$ cat src/rtl/multicycle_control_if.sv
// Control bundle between the multicycle sequencer (master) and the MIPS32 datapath/memory (slave).
interface multicycle_control_if;
  logic [5:0] opcode;
  logic       mem_ready;
  logic       pc_write;
  logic       pc_write_cond;
  logic       iord;
  logic       mem_read;
  logic       mem_write;
  logic       ir_write;
  logic       reg_dst;
  logic       mem_to_reg;
  logic       reg_write;
  logic       alu_src_a;
  logic [1:0] alu_src_b;
  logic [1:0] alu_op;
  logic [1:0] pc_source;
  logic       instr_done;
  logic       illegal_op;
  logic       mem_timeout;
  logic [3:0] state;

  modport master (
    input  opcode, mem_ready,
    output pc_write, pc_write_cond, iord, mem_read, mem_write, ir_write,
           reg_dst, mem_to_reg, reg_write, alu_src_a, alu_src_b, alu_op,
           pc_source, instr_done, illegal_op, mem_timeout, state
  );

  modport slave (
    output opcode, mem_ready,
    input  pc_write, pc_write_cond, iord, mem_read, mem_write, ir_write,
           reg_dst, mem_to_reg, reg_write, alu_src_a, alu_src_b, alu_op,
           pc_source, instr_done, illegal_op, mem_timeout, state
  );
endinterface

$ cat src/rtl/multicycle_control.sv
// Moore FSM sequencing MIPS32 instructions (R-type, lw, sw, beq, addi, j) over a shared ALU/memory.
// Optional memory stall/timeout handling is enabled by defining MCCTRL_MEM_WAIT_EN.
module multicycle_control #(
  parameter int MAX_WAIT = 15,
  parameter int WAIT_W   = 4
) (
  input  logic                 clk,
  input  logic                 rst_n,
  multicycle_control_if.master bus
);
  localparam logic [3:0] S_FETCH  = 4'd0;
  localparam logic [3:0] S_DECODE = 4'd1;
  localparam logic [3:0] S_MEMADR = 4'd2;
  localparam logic [3:0] S_MEMRD  = 4'd3;
  localparam logic [3:0] S_MEMWB  = 4'd4;
  localparam logic [3:0] S_MEMWR  = 4'd5;
  localparam logic [3:0] S_EXEC   = 4'd6;
  localparam logic [3:0] S_ALUWB  = 4'd7;
  localparam logic [3:0] S_BRANCH = 4'd8;
  localparam logic [3:0] S_ADDIEX = 4'd9;
  localparam logic [3:0] S_ADDIWB = 4'd10;
  localparam logic [3:0] S_JUMP   = 4'd11;

  localparam logic [5:0] OP_RTYPE = 6'b000000;
  localparam logic [5:0] OP_LW    = 6'b100011;
  localparam logic [5:0] OP_SW    = 6'b101011;
  localparam logic [5:0] OP_BEQ   = 6'b000100;
  localparam logic [5:0] OP_ADDI  = 6'b001000;
  localparam logic [5:0] OP_J     = 6'b000010;

  logic [3:0] r_state;
  logic [3:0] w_next;
  logic       r_is_sw;
  logic       r_illegal;
  logic       w_illegal;
  logic       w_mem_rdy;
  logic       w_timeout;
  logic       w_pc_write;
  logic       w_mem_read;
  logic       w_mem_write;
  logic       w_ir_write;
  logic       w_reg_write;

`ifdef MCCTRL_MEM_WAIT_EN
  logic [WAIT_W-1:0] r_wait;
  logic              r_timeout;
  logic              w_stall;

  assign w_mem_rdy = bus.mem_ready;
  assign w_stall   = ((r_state == S_FETCH) || (r_state == S_MEMRD) || (r_state == S_MEMWR))
                     && !w_mem_rdy;
  assign w_timeout = w_stall && (r_wait == WAIT_W'(MAX_WAIT));

  // Timeout restarts from FETCH, so the counter must clear even when FETCH stays FETCH.
  always_ff @(posedge clk or negedge rst_n) begin
    if (!rst_n) begin
      r_wait    <= '0;
      r_timeout <= 1'b0;
    end else begin
      r_timeout <= w_timeout;
      if (w_timeout || (w_next != r_state)) begin
        r_wait <= '0;
      end else if (w_stall) begin
        r_wait <= r_wait + 1'b1;
      end
    end
  end

  assign bus.mem_timeout = r_timeout;
`else
  logic [WAIT_W:0] w_unused;

  assign w_mem_rdy       = 1'b1;
  assign w_timeout       = 1'b0;
  assign w_unused        = {bus.mem_ready, WAIT_W'(MAX_WAIT)};
  assign bus.mem_timeout = 1'b0;
`endif

  always_comb begin
    w_next    = S_FETCH;
    w_illegal = 1'b0;
    case (r_state)
      S_FETCH:  w_next = w_mem_rdy ? S_DECODE : S_FETCH;
      S_DECODE: begin
        case (bus.opcode)
          OP_RTYPE:     w_next = S_EXEC;
          OP_LW, OP_SW: w_next = S_MEMADR;
          OP_BEQ:       w_next = S_BRANCH;
          OP_ADDI:      w_next = S_ADDIEX;
          OP_J:         w_next = S_JUMP;
          default:      w_illegal = 1'b1;
        endcase
      end
      S_MEMADR: w_next = r_is_sw ? S_MEMWR : S_MEMRD;
      S_MEMRD:  w_next = w_mem_rdy ? S_MEMWB : S_MEMRD;
      S_MEMWR:  w_next = w_mem_rdy ? S_FETCH : S_MEMWR;
      S_EXEC:   w_next = S_ALUWB;
      S_ADDIEX: w_next = S_ADDIWB;
      default:  w_next = S_FETCH;
    endcase
    if (w_timeout) begin
      w_next = S_FETCH;
    end
  end

  // lw/sw choice is latched in DECODE so later opcode changes cannot redirect MEMADR.
  always_ff @(posedge clk or negedge rst_n) begin
    if (!rst_n) begin
      r_state   <= S_FETCH;
      r_is_sw   <= 1'b0;
      r_illegal <= 1'b0;
    end else begin
      r_state   <= w_next;
      r_illegal <= w_illegal;
      if (r_state == S_DECODE) begin
        r_is_sw <= (bus.opcode == OP_SW);
      end
    end
  end

  always_comb begin
    w_pc_write         = 1'b0;
    w_mem_read         = 1'b0;
    w_mem_write        = 1'b0;
    w_ir_write         = 1'b0;
    w_reg_write        = 1'b0;
    bus.pc_write_cond  = 1'b0;
    bus.iord           = 1'b0;
    bus.reg_dst        = 1'b0;
    bus.mem_to_reg     = 1'b0;
    bus.alu_src_a      = 1'b0;
    bus.alu_src_b      = 2'b00;
    bus.alu_op         = 2'b00;
    bus.pc_source      = 2'b00;
    bus.instr_done     = 1'b0;
    case (r_state)
      S_FETCH: begin
        w_mem_read    = 1'b1;
        bus.alu_src_b = 2'b01;
        w_ir_write    = w_mem_rdy;
        w_pc_write    = w_mem_rdy;
      end
      S_DECODE: begin
        bus.alu_src_b  = 2'b11;
        bus.instr_done = w_illegal;
      end
      S_MEMADR, S_ADDIEX: begin
        bus.alu_src_a = 1'b1;
        bus.alu_src_b = 2'b10;
      end
      S_MEMRD: begin
        bus.iord   = 1'b1;
        w_mem_read = 1'b1;
      end
      S_MEMWB: begin
        bus.mem_to_reg = 1'b1;
        w_reg_write    = 1'b1;
        bus.instr_done = 1'b1;
      end
      S_MEMWR: begin
        bus.iord       = 1'b1;
        w_mem_write    = 1'b1;
        bus.instr_done = w_mem_rdy;
      end
      S_EXEC: begin
        bus.alu_src_a = 1'b1;
        bus.alu_op    = 2'b10;
      end
      S_ALUWB: begin
        bus.reg_dst    = 1'b1;
        w_reg_write    = 1'b1;
        bus.instr_done = 1'b1;
      end
      S_BRANCH: begin
        bus.alu_src_a     = 1'b1;
        bus.alu_op        = 2'b01;
        bus.pc_source     = 2'b01;
        bus.pc_write_cond = 1'b1;
        bus.instr_done    = 1'b1;
      end
      S_ADDIWB: begin
        w_reg_write    = 1'b1;
        bus.instr_done = 1'b1;
      end
      S_JUMP: begin
        bus.pc_source  = 2'b10;
        w_pc_write     = 1'b1;
        bus.instr_done = 1'b1;
      end
      default: ;
    endcase
  end

  // Memory requests and architectural writes are killed combinationally while in reset.
  assign bus.pc_write   = w_pc_write  & rst_n;
  assign bus.mem_read   = w_mem_read  & rst_n;
  assign bus.mem_write  = w_mem_write & rst_n;
  assign bus.ir_write   = w_ir_write  & rst_n;
  assign bus.reg_write  = w_reg_write & rst_n;
  assign bus.illegal_op = r_illegal;
  assign bus.state      = r_state;
endmodule

$ cat src/flat_wrapper.sv
// flat-port wrapper written by rule: the top's interface ports become plain ports
module multicycle_control_flat 
#(
  parameter int MAX_WAIT = 15,
  parameter int WAIT_W   = 4
)
  (clk, rst_n, bus_opcode, bus_mem_ready, bus_pc_write, bus_pc_write_cond, bus_iord, bus_mem_read, bus_mem_write, bus_ir_write, bus_reg_dst, bus_mem_to_reg, bus_reg_write, bus_alu_src_a, bus_alu_src_b, bus_alu_op, bus_pc_source, bus_instr_done, bus_illegal_op, bus_mem_timeout, bus_state);
  multicycle_control_if bus_i ();
  input  logic clk;
  input  logic rst_n;
  input wire logic [$bits(bus_i.opcode)-1:0] bus_opcode;
  input wire logic [$bits(bus_i.mem_ready)-1:0] bus_mem_ready;
  output wire logic [$bits(bus_i.pc_write)-1:0] bus_pc_write;
  output wire logic [$bits(bus_i.pc_write_cond)-1:0] bus_pc_write_cond;
  output wire logic [$bits(bus_i.iord)-1:0] bus_iord;
  output wire logic [$bits(bus_i.mem_read)-1:0] bus_mem_read;
  output wire logic [$bits(bus_i.mem_write)-1:0] bus_mem_write;
  output wire logic [$bits(bus_i.ir_write)-1:0] bus_ir_write;
  output wire logic [$bits(bus_i.reg_dst)-1:0] bus_reg_dst;
  output wire logic [$bits(bus_i.mem_to_reg)-1:0] bus_mem_to_reg;
  output wire logic [$bits(bus_i.reg_write)-1:0] bus_reg_write;
  output wire logic [$bits(bus_i.alu_src_a)-1:0] bus_alu_src_a;
  output wire logic [$bits(bus_i.alu_src_b)-1:0] bus_alu_src_b;
  output wire logic [$bits(bus_i.alu_op)-1:0] bus_alu_op;
  output wire logic [$bits(bus_i.pc_source)-1:0] bus_pc_source;
  output wire logic [$bits(bus_i.instr_done)-1:0] bus_instr_done;
  output wire logic [$bits(bus_i.illegal_op)-1:0] bus_illegal_op;
  output wire logic [$bits(bus_i.mem_timeout)-1:0] bus_mem_timeout;
  output wire logic [$bits(bus_i.state)-1:0] bus_state;
  assign bus_i.opcode = bus_opcode;
  assign bus_i.mem_ready = bus_mem_ready;
  assign bus_pc_write = bus_i.pc_write;
  assign bus_pc_write_cond = bus_i.pc_write_cond;
  assign bus_iord = bus_i.iord;
  assign bus_mem_read = bus_i.mem_read;
  assign bus_mem_write = bus_i.mem_write;
  assign bus_ir_write = bus_i.ir_write;
  assign bus_reg_dst = bus_i.reg_dst;
  assign bus_mem_to_reg = bus_i.mem_to_reg;
  assign bus_reg_write = bus_i.reg_write;
  assign bus_alu_src_a = bus_i.alu_src_a;
  assign bus_alu_src_b = bus_i.alu_src_b;
  assign bus_alu_op = bus_i.alu_op;
  assign bus_pc_source = bus_i.pc_source;
  assign bus_instr_done = bus_i.instr_done;
  assign bus_illegal_op = bus_i.illegal_op;
  assign bus_mem_timeout = bus_i.mem_timeout;
  assign bus_state = bus_i.state;
  multicycle_control #(.MAX_WAIT(MAX_WAIT), .WAIT_W(WAIT_W)) u_core (.clk(clk), .rst_n(rst_n), .bus(bus_i));
endmodule
$ cat config.mk
export PLATFORM = sky130hd
export DESIGN_NAME = multicycle_control_flat
export DESIGN_NICKNAME = d
export VERILOG_FILES = /design/src/rtl/multicycle_control_if.sv /design/src/rtl/multicycle_control.sv /design/src/flat_wrapper.sv
export SDC_FILE = /design/constraint.sdc
export NUM_CORES = 1
export LEC_CHECK = 0
export ABC_AREA = 1
export BUFFER_PORTS_ARGS = -buffer_cell sky130_fd_sc_hd__buf_2
export CAP_MARGIN = 5
export CORE_MARGIN = 5
export CORE_UTILIZATION = 39
export CTS_BUF_LIST = sky130_fd_sc_hd__clkbuf_4
export CTS_CLUSTER_SIZE = 30
export DETAILED_ROUTE_END_ITERATION = 8
export PLACE_DENSITY = 0.77
export SETUP_SLACK_MARGIN = 0.2
export SYNTH_ARGS = -nofsm -noshare
export SYNTH_HDL_FRONTEND = slang
export SYNTH_SLANG_ARGS = --single-unit
$ cat constraint.sdc
create_clock -name clk -period 1.05 [get_ports clk]
set_clock_uncertainty 0.1 [all_clocks]
set_input_delay 0.105 -clock clk [delete_from_list [all_inputs] [get_ports clk]]
set_output_delay 0.105 -clock clk [all_outputs]
set_load 0.01 [all_outputs]
==> metrics.cfg <==
[floorplan]
fp.dieH_um = 46.7
die_w_um = 46.7
row_count = 13
initial_core_util = 0.408
die-area_um2 = 2180
core_um2 = 1280
io_pins = 32

[power]
p_int_w = 0.00152
power_frac_clock = 0.094
swShare = 0.470
peakVddDrop_uv = 1450
leakage_nw = 0.636
power_density_nw_per_um2 = 2470
comb_power_share = 0.754
p_seq_frac = 0.152
p_switching_w = 0.00135

[outcome]
status = complete, but fails checks
violations = setup timing

[clock_tree]
cts_root_buffer = clkbuf_4
htree_levels = 1
clkSlewWorstSetupHoldPaths_ns = 0.05
cts_buffers = 3
cts_tree = built
clk_latency_ns = 0.26
clock-sinks = 6
clk_path_buf_depth = 2

[global_routing]
first_global_vias = 807
grt_max_degree = 7
antenna_found_initial = 0
overflow = 0
track_usage = 0.253
grt_pass1_wl_um = 3670

[routing]
drt_iter0_markers = 18
routedWlPerCell_um = 15.8
dr.pass1.iters = 4
via_count = 873
drc_errors = 0
wl_um = 2640
routed_via_density = 5.23
ant_nets = 0

[finish]
design_area_um2 = 1160
final_cells = 167
syn_to_final_growth_pct = 121
n_antenna_cell = 0
nNetsFinal = 162
drive_above_1_share = 0.717

[critical_path]
path_class = flop to primary output
end_kind = primary output
cp.required_ns = 0.84
cp_max_fo = 6
rr_worst_depth = 8
startpoint_type = flop
worst-endpoint-arrival_ns = 1.44

[placement]
place.gp.congestion = 0.843
io_buffers = 29
placed_cell_area_um2 = 930
hpwl_um = 1550
dp.cells = 154
post-place-ws_ns = -0.260

[yosys]
yosysSeqAreaShare = 0.286
synth-edff-count = 0
synthArstFlopShare = 1.00
ys_warn_count = 0
ys_ff_latch = 6
yosys_most_used_dff = dfrtp_1
yosysUniqueCellTypes = 17
syn-cell-area_um2 = 524
syn_nets = 97
syn_avg_cell_area_um2 = 5.96
synthCells = 88

[sta]
finalSetupViolations = 27
hold_viol_final = 0
fin_hold_ws_ns = 0.181
slew_viol_final = 0
fmax_mhz = 609
fin_crit_sh = 1.56
fin_crit_ns = 1.64
fin_ws_ns = -0.592
grt_setup_unrepaired = true

[worst_hold_path]
hold-path-cell-count = 4
hold_path_class = input pin to flop

[job]
cap_violations = 0

==> kinds of logic after synthesis <==
family                 share of synthesized area
other                                    0.00715
AO/OA/AOI/OAI                              0.138
buffers and inverters                      0.165
AND/OR/NAND/NOR                            0.403
flip-flops                                 0.286
==> cell type report <==
cell class                      count  area, um^2
Timing Repair Buffer               62         455
Multi-Input combinational cell     61         414
Sequential cell                     6         155
Fill cell                          54         125
Inverter                           19        86.3
Clock buffer                        4        30.0
Tap cell                           15        18.8
==> Yosys cell counts, types with 2 or more instances <==
master / n / area [um^2]
o211ai_1: 3 / 22.5
buf_4: 2 / 15.0
inv_2: 5 / 18.8
nor2_2: 4 / 25.0
a21oi_1: 5 / 25.0
dfrtp_1: 6 / 150
nand3_1: 7 / 35.0
nand2_1: 19 / 71.3
inv_1: 14 / 52.6
o22ai_1: 2 / 12.5
nor2_1: 15 / 56.3
==> registers in the layout, indices dropped and copies added (netlist names) <==
| signal | flops |
|---|---|
| u_core.r_is_sw | 1 |
| u_core.bus.state | 4 |
| u_core.bus.illegal_op | 1 |
==> power groups by stage <==
stage	Clock, W	Sequential [W]	Combinational, W
4_1_cts	0.000267	0.000402	0.00184
3_5_place_dp	0	0.000392	0.00155
2_1_floorplan	0	0.000425	0.000789
6_report	0.000269	0.000435	0.00216
3_3_place_gp	0	0.000386	0.00152
5_1_grt	0.000298	0.000437	0.00228
==> layer usage <==
metal  GRT usage  wire, um
met1       0.214       963
met2       0.516      1400
met3      0.0469       129
met4       0.155       148
met5           0         0
==> layout by cell type (no fill, tap or decap), types with 2 or more instances in the layout <==
cell type   n
nand2_1    10
buf_6      12
nor2_1      8
inv_1       9
o22ai_2     2
a21oi_2     4
dfrtp_1     2
nor2_2      4
inv_2       5
buf_4      26
dfrtp_2     4
nor2_4      8
nand2_4     3
buf_2      23
nand3_1     6
o211ai_1    3
inv_4       4
nand2_2     7
clkbuf_4    4
==> metrics by stage <==
stage	setup TNS, ns	utilization	total power [W]
floorplan	-1.44	-	0.00121
global placement	-2.93	0.723	0.00190
detailed placement	-3.62	0.723	0.00194
CTS	-8.97	0.847	0.00251
global route	-11.61	0.903	0.00302
finish	-10.35	0.903	0.00286
==> worst paths after layout <==
kind,slack (ns),endpoint,from
min in group asynchronous,0.23,u_core.bus.state[1],rst_n
hold / removal,0.18,u_core.r_is_sw,bus_opcode[3]
hold reg to reg,0.47,u_core.bus.state[2],u_core.r_is_sw
setup / recovery,-0.59,bus_mem_read,u_core.bus.state[1]
max in group asynchronous,0.48,u_core.bus.state[3],rst_n
setup reg to reg,-0.36,u_core.r_is_sw,u_core.bus.state[0]
==> critical path, cell delays in order (launching register included) <==
cell and delay (ns):
dfrtp_2 0.47, nand2_1 0.16, inv_1 0.14, nand2_2 0.09, a21oi_2 0.16, buf_2 0.16
==> repair_timing <==
| action | CTS | global route |
|---|---|---|
| pin swaps | 5 | 9 |
| endpoints found under the hold margin | 6 | 0 |
| setup endpoints to repair | 28 | 28 |
| gates resized for setup | 19 | 14 |
| buffers inserted | 5 | 3 |
| hold buffers | 1 | 0 |
Power figures use the tool's default switching activity.
